==> src/rtl/dispatch_pkg.sv <==
// Shared constants and types for the four-way dispatch demultiplexer.
// Channel count, select width and per-channel FIFO depth live here.
package dispatch_pkg;
    localparam int NUM_CH     = 4;
    localparam int SEL_W      = 2;
    localparam int FIFO_DEPTH = 2;

    typedef logic [1:0] cnt_t;
endpackage

==> src/rtl/demux4_chan_fifo.sv <==
// Two-entry valid/ready FIFO for one dispatch channel.
// The head is driven from storage registers only; an empty FIFO drives zero.
module demux4_chan_fifo
    import dispatch_pkg::*;
#(
    parameter int data_size = 32
) (
    input  logic                 clk,
    input  logic                 rst_n,
    input  logic                 push,
    input  logic [data_size-1:0] din,
    input  logic                 pop,
    output logic [data_size-1:0] dout,
    output logic                 valid,
    output logic                 full
);
    logic [FIFO_DEPTH-1:0][data_size-1:0] mem_q, mem_d;
    logic                                 wr_ptr_q, wr_ptr_d;
    logic                                 rd_ptr_q, rd_ptr_d;
    cnt_t                                 cnt_q, cnt_d;
    logic                                 push_en, pop_en;

    assign valid = (cnt_q != 2'd0);
    assign full  = (cnt_q == cnt_t'(FIFO_DEPTH));
    assign dout  = valid ? mem_q[rd_ptr_q] : '0;

    // Guard both sides locally so count stays within 0..2 regardless of caller.
    always_comb begin
        push_en  = push & ~full;
        pop_en   = pop & valid;
        mem_d    = mem_q;
        wr_ptr_d = wr_ptr_q;
        rd_ptr_d = rd_ptr_q;
        cnt_d    = cnt_q;
        if (push_en) begin
            mem_d[wr_ptr_q] = din;
            wr_ptr_d        = ~wr_ptr_q;
        end
        if (pop_en) begin
            rd_ptr_d = ~rd_ptr_q;
        end
        case ({push_en, pop_en})
            2'b10:   cnt_d = cnt_q + 2'd1;
            2'b01:   cnt_d = cnt_q - 2'd1;
            default: cnt_d = cnt_q;
        endcase
    end

    always_ff @(posedge clk or negedge rst_n) begin
        if (!rst_n) begin
            mem_q    <= '0;
            wr_ptr_q <= 1'b0;
            rd_ptr_q <= 1'b0;
            cnt_q    <= '0;
        end else begin
            mem_q    <= mem_d;
            wr_ptr_q <= wr_ptr_d;
            rd_ptr_q <= rd_ptr_d;
            cnt_q    <= cnt_d;
        end
    end
endmodule

==> src/rtl/demux4_dispatch.sv <==
// Four-way buffered demultiplexer: routes each accepted word to one of four
// independent channel FIFOs so a stalled consumer only blocks its own traffic.
module demux4_dispatch
    import dispatch_pkg::*;
#(
    parameter int data_size = 32
) (
    input  logic                 clk,
    input  logic                 rst_n,
    input  logic                 in_valid,
    output logic                 in_ready,
    input  logic [SEL_W-1:0]     in_sel,
    input  logic [data_size-1:0] in_data,
    output logic [NUM_CH-1:0]    out_valid,
    input  logic [NUM_CH-1:0]    out_ready,
    output logic [data_size-1:0] out_data_0,
    output logic [data_size-1:0] out_data_1,
    output logic [data_size-1:0] out_data_2,
    output logic [data_size-1:0] out_data_3,
    output logic                 busy
);
    logic [NUM_CH-1:0]                ch_push;
    logic [NUM_CH-1:0]                ch_full;
    logic [NUM_CH-1:0][data_size-1:0] ch_dout;

    // in_ready looks only at registered fullness, never at out_ready.
    assign in_ready = ~ch_full[in_sel];
    assign busy     = |out_valid;

    always_comb begin
        ch_push = '0;
        if (in_valid && in_ready) begin
            ch_push[in_sel] = 1'b1;
        end
    end

    for (genvar k = 0; k < NUM_CH; k++) begin : g_ch
        demux4_chan_fifo #(.data_size(data_size)) u_fifo (
            .clk   (clk),
            .rst_n (rst_n),
            .push  (ch_push[k]),
            .din   (in_data),
            .pop   (out_ready[k]),
            .dout  (ch_dout[k]),
            .valid (out_valid[k]),
            .full  (ch_full[k])
        );
    end

    assign out_data_0 = ch_dout[0];
    assign out_data_1 = ch_dout[1];
    assign out_data_2 = ch_dout[2];
    assign out_data_3 = ch_dout[3];
endmodule

==> config.mk <==
export PLATFORM = sky130hd
export DESIGN_NAME = demux4_dispatch
export DESIGN_NICKNAME = d
export VERILOG_FILES = /design/src/rtl/dispatch_pkg.sv /design/src/rtl/demux4_chan_fifo.sv /design/src/rtl/demux4_dispatch.sv
export SDC_FILE = /design/constraint.sdc
export NUM_CORES = 1
export LEC_CHECK = 0
export CAP_MARGIN = 20
export CORE_MARGIN = 10
export CORE_UTILIZATION = 35
export CTS_BUF_LIST = sky130_fd_sc_hd__clkbuf_8
export DETAILED_ROUTE_END_ITERATION = 8
export GPL_ROUTABILITY_DRIVEN = 0
export PLACE_DENSITY = 0.58
export SLEW_MARGIN = 25
export SYNTH_ARGS = -nofsm -noshare
export SYNTH_HDL_FRONTEND = slang
export SYNTH_SLANG_ARGS = --single-unit
==> constraint.sdc <==
create_clock -name clk -period 4.92 [get_ports clk]
set_clock_uncertainty 0.1 [all_clocks]
set_input_delay 0.492 -clock clk [delete_from_list [all_inputs] [get_ports clk]]
set_output_delay 0.492 -clock clk [all_outputs]
set_load 0.005 [all_outputs]
# After elaboration in Yosys (flattened, before gate mapping)
# Cells that the tools add are included.
# Widths: inputs -> output; s select.
# word_totals
word_cells	123
latch_bits	0
output_inout_bits	134
mem_bits_rw	0
reg_bits	272
memories	0
mem_bits_ro	0
# op_classes
n_lt_le_gt_ge	14
eq_ne	12
div	0
reduce_logical	15
n_mux	33
mul	0
add_sub_neg	8
n_shift	0
bitwise	21
# op_table
operator	count
$mux 32	16
$bwmux 64	4
$demux 32 s1	4
$eq 2x2->1 const B	8
$lt 1x2->1 const B	8
$pmux 2 s2	4
$reduce_bool 2->1	8
$not 1->1	13
$add 2x1->2 const B	4
$and 1x1->1	8
$eq 2x1->1 const B	4
$sub 2x1->2 const B	4
$logic_and 1x1->1	6
$ge 1x1->1 const B	4
$mux 4	1
$reduce_or 4->1	1
$lt 2x3->1 const B	1
$bmux 1 s2	1
$demux 1 s2	1
$ge 2x1->1 const B	1
$mux 1	2

# Logic depth before layout (Yosys ltp)
# depth
word_depth	9
depth_mapped	7
depth_no_buf	7

# By module
# Synthesis repeated with hierarchy kept, for this count alone.
# hier_totals
cells_unflattened	908
hier_area_um2	12460.7
# by_module_without_submodules
module	cells_each	area_per_inst_um2	n_inst	seq_area_each_um2
demux4_chan_fifo	225	3098.0	4	1701.6
demux4_dispatch	8	68.8	1	0.0

# Worst setup path before layout
# OpenSTA, ideal clock, no wires.
# synth_path
path_type	input -> register
startpoint	in in_valid
endpoint	reg g_ch[2].u_fifo.mem_q[10] (netlist bit)
n_path_buf	3
arrival_ns	1.743
required_time_ns	4.695
setup_ns	0.125
cell_stages	6
setup_slack_ns	2.952
cell_sequence	buf_4 > nand2_2 > or4_4 > buf_6 > buf_12 > mux2_4
# synth_between
elab_chain_len	3
# synth_lines
item	line	source
start: declaration	demux4_dispatch.sv:10	input logic in_valid,
$logic_and 1x1->1	demux4_dispatch.sv:32	if (in_valid && in_ready) begin
$mux 4	demux4_dispatch.sv:32	
$and 1x1->1	demux4_chan_fifo.sv:29	push_en = push & ~full;
end signal: assignment	demux4_chan_fifo.sv:56	mem_q <= mem_d;
end: declaration	demux4_chan_fifo.sv:17	logic [FIFO_DEPTH-1:0][data_size-1:0] mem_q, mem_d;
# Every way passes these cells.
# A chain may end at the register's enable or synchronous reset.

# Worst setup path in the final report
# layout_path
startpoint	reg g_ch[0].u_fifo.rd_ptr_q
endpoint	out out_data_0[11]
# layout_between
elab_chain_len	3
# layout_lines
item	line	source
start: declaration	demux4_chan_fifo.sv:19	logic rd_ptr_q, rd_ptr_d;
start signal: assignment	demux4_chan_fifo.sv:58	rd_ptr_q <= rd_ptr_d;
$mux 32 (implied by the code) (2 in series)	demux4_chan_fifo.sv:25	assign dout = valid ? mem_q[rd_ptr_q] : '0;
$mux 32	demux4_chan_fifo.sv:25	
end: declaration	demux4_dispatch.sv:16	output logic [data_size-1:0] out_data_0,
# Every way passes these cells. The select of a mux whose other input is x is not followed.

==> run metrics <==
status finished, final reports clean; ant diodes 0; GRT Overall Usage 0.152; Fill cells 3270; layout cells sized above 1 0.313; Root Buffer clkbuf_8; Achievable Freq 301 MHz; CP top delay family buffers and inverters; CTS H-tree lvls 2; pin count of the biggest net entering global routing 111; worst path cell trace buf_4, mux2i_1, nor2_1, clkdlybuf4s50_1; Max rail drop VDD 409 uV; fin crit period ~3.3 ns; CP required roughly 4.3 ns; cell area after synthesis 12400 um2; Die X 208 um; CP Data Arrival Time approximately 2.7 ns; CP Buf/Inv Count 2; via count 7798; Worst-Skew Late Latency 0.56 ns; crit start category flip-flop; worst hold path type flip-flop to flip-flop; max-cap viol count 0; Slew Viols, Final 0; total negative slack 0 ns; clock buffer depth 3; Ports 175; DR iter-0 viols 333; top post-synthesis cells by count dfrtp_1, mux2_2, nor2_1; Post-synth EDFFs 0; first-pass GRT wire length around 52 mm; Seq. cell area 6810 um2; clock slew at reported path FFs 0.06 ns; Area Overhead vs Synth 26.2%; met3 GRT Util 0.0374; grt met2 use 0.248; HPWL Detailed between 20 and 25 mm; yosys synthesis warning count 0; first-pass detailed-route iteration total 4; Pwr Density 734 nW/um2; Slowest cell on crit path dfrtp_2; synth top area cells dfrtp_1, mux2_2, mux2i_1; Mean Syn Cell Area between 10 and 15 um2; max incr delay on CP 0.92 ns; DRC 0; WL final around 34 mm; GRT busiest layer met2; CTS sink count 272; Setup Crit Path Kind flip-flop to output port; Top FF cell, synth dfrtp_1; Die Area 43400 um2; slew margin rel. 0.354; multi-input logic area 5290 um2; Post-Syn Nets 953; initial antenna violation count 0; Place WS 1.77 ns; final net count 1135; met1 usage in global routing 0.198; CTS tree done; endpoints failing hold 0; RSZ-0062 raised after global routing false; WL/cell 21.4 um; cell accounting for the most synthesized area dfrtp_1; die height about 210 um; Cells after Synth 908; CORE AREA 34700 um2; Setup crit end kind output port; Setup Viol. Count Final 0; post-route setup slack 1.59 ns; number of CTS-inserted buffers 49; Port Buffers 174; share of Yosys cell area claimed by the top area cell type 0.549; CTS resizes 0; hold buffer count at CTS 1; post-route ant nets 0; Worst-Margin Slew 0.967 ns; static leakage 7.10 nW; most common cell in the netlist dfrtp_1; crit share post-route 0.676; vias per std cell 4.93; Cell variety after synth 28; vias in the first global route roughly 8300; Synth Register Bits 272; Initial Utilization 0.357; grt ovf 0; post-synthesis sequential area ratio 0.549; Post-CTS Setup Bufs 0; asr flop ratio synth 1.00; Rows 68; CP max FO 23
[sequential cells by signal (all words and copies together), names as in the netlist]
signal	flops
g_ch.u_fifo.rd_ptr_q	4
g_ch.u_fifo.mem_q	256
g_ch.u_fifo.wr_ptr_q	4
g_ch.u_fifo.cnt_q	8
[cell usage in the layout, fill, tap and decap left out, drive strengths merged]
cell           instances
and2b                  1
inv                   22
clkinv                 2
buf                   17
dlygate4sd3            1
or4                    1
bufinv                 2
nand3                  2
xor2                   8
and4                   1
clkdlybuf4s50        173
nor2                 138
nand4b                 2
nand2                  1
mux2                 256
xnor2                 12
mux4                   1
nand2b                 4
ha                     4
clkbuf                64
dfrtp                272
or3                    1
clkinvlp               1
nor4b                  2
and2                   4
nand4                  4
mux2i                128
nor2b                  2
[path summary, 6_finish.rpt]
kind	cells after the start	start	slack (ns)	endpoint
hold / removal	1	g_ch[3].u_fifo.rd_ptr_q	0.36	g_ch[3].u_fifo.rd_ptr_q
min in group asynchronous	2	rst_n	0.42	g_ch[2].u_fifo.mem_q[58]
max in group asynchronous	3	rst_n	3.03	g_ch[3].u_fifo.mem_q[7]
setup reg to reg	4	g_ch[0].u_fifo.cnt_q[0]	2.50	g_ch[0].u_fifo.mem_q[37]
setup / recovery	4	g_ch[0].u_fifo.rd_ptr_q	1.59	out_data_0[11]
hold reg to reg	1	g_ch[3].u_fifo.rd_ptr_q	0.36	g_ch[3].u_fifo.rd_ptr_q
[kinds of logic after synthesis]
kind of cell	synth area share
simple gates	0.0569
flops	0.549
xor+xnor	0.0141
fa+ha+maj	0.00404
buf+inv	0.0289
mux	0.347
[per-stage QoR]
step / power (mW) / instance area, um2 / cells / hold slack (ns) / util
after floorplan: 6.64 / 12400 / 908 / 0.0964 / -
after global placement: 9.33 / 14600 / 1491 / 0.353 / 0.420
after detailed placement: 9.46 / 14600 / 1493 / 0.357 / 0.421
after CTS: 11.7 / 15600 / 1581 / 0.365 / 0.451
after global routing: 12.3 / 15600 / 1581 / 0.377 / 0.451
final: 11.5 / 15600 / 1581 / 0.362 / 0.451
[report_power, final]
part | leakage [nW] | internal, mW | switching, mW
registers | 3.28 | 3.36 | 0.718
clock network | 0.592 | 1.26 | 0.915
logic | 3.23 | 3.11 | 2.12
[cell type report]
| class | instances | share of cell area |
|---|---|---|
| tap | 455 | 0.0364 |
| sequential | 272 | 0.435 |
| clock inverter | 23 | 0.00928 |
| multi-input combinational | 572 | 0.338 |
| timing repair buffer | 191 | 0.124 |
| inverter | 4 | 0.000960 |
| clock buffer | 64 | 0.0563 |
[worst register-to-register path, delay by kind of cell, from the launching register on]
kind	cells	cell delay [ns]
muxes	1	0.32
buffers and inverters	1	0.53
DFF	1	0.45
and+or+nand+nor	2	0.90
[metal layers]
metal,vias up,routed length (um)
met5,-,0
met2,173,16000
met3,52,1790
li1,3519,-
met1,4054,15400
met4,0,525
No activity file was read; power rests on OpenSTA's default activity.
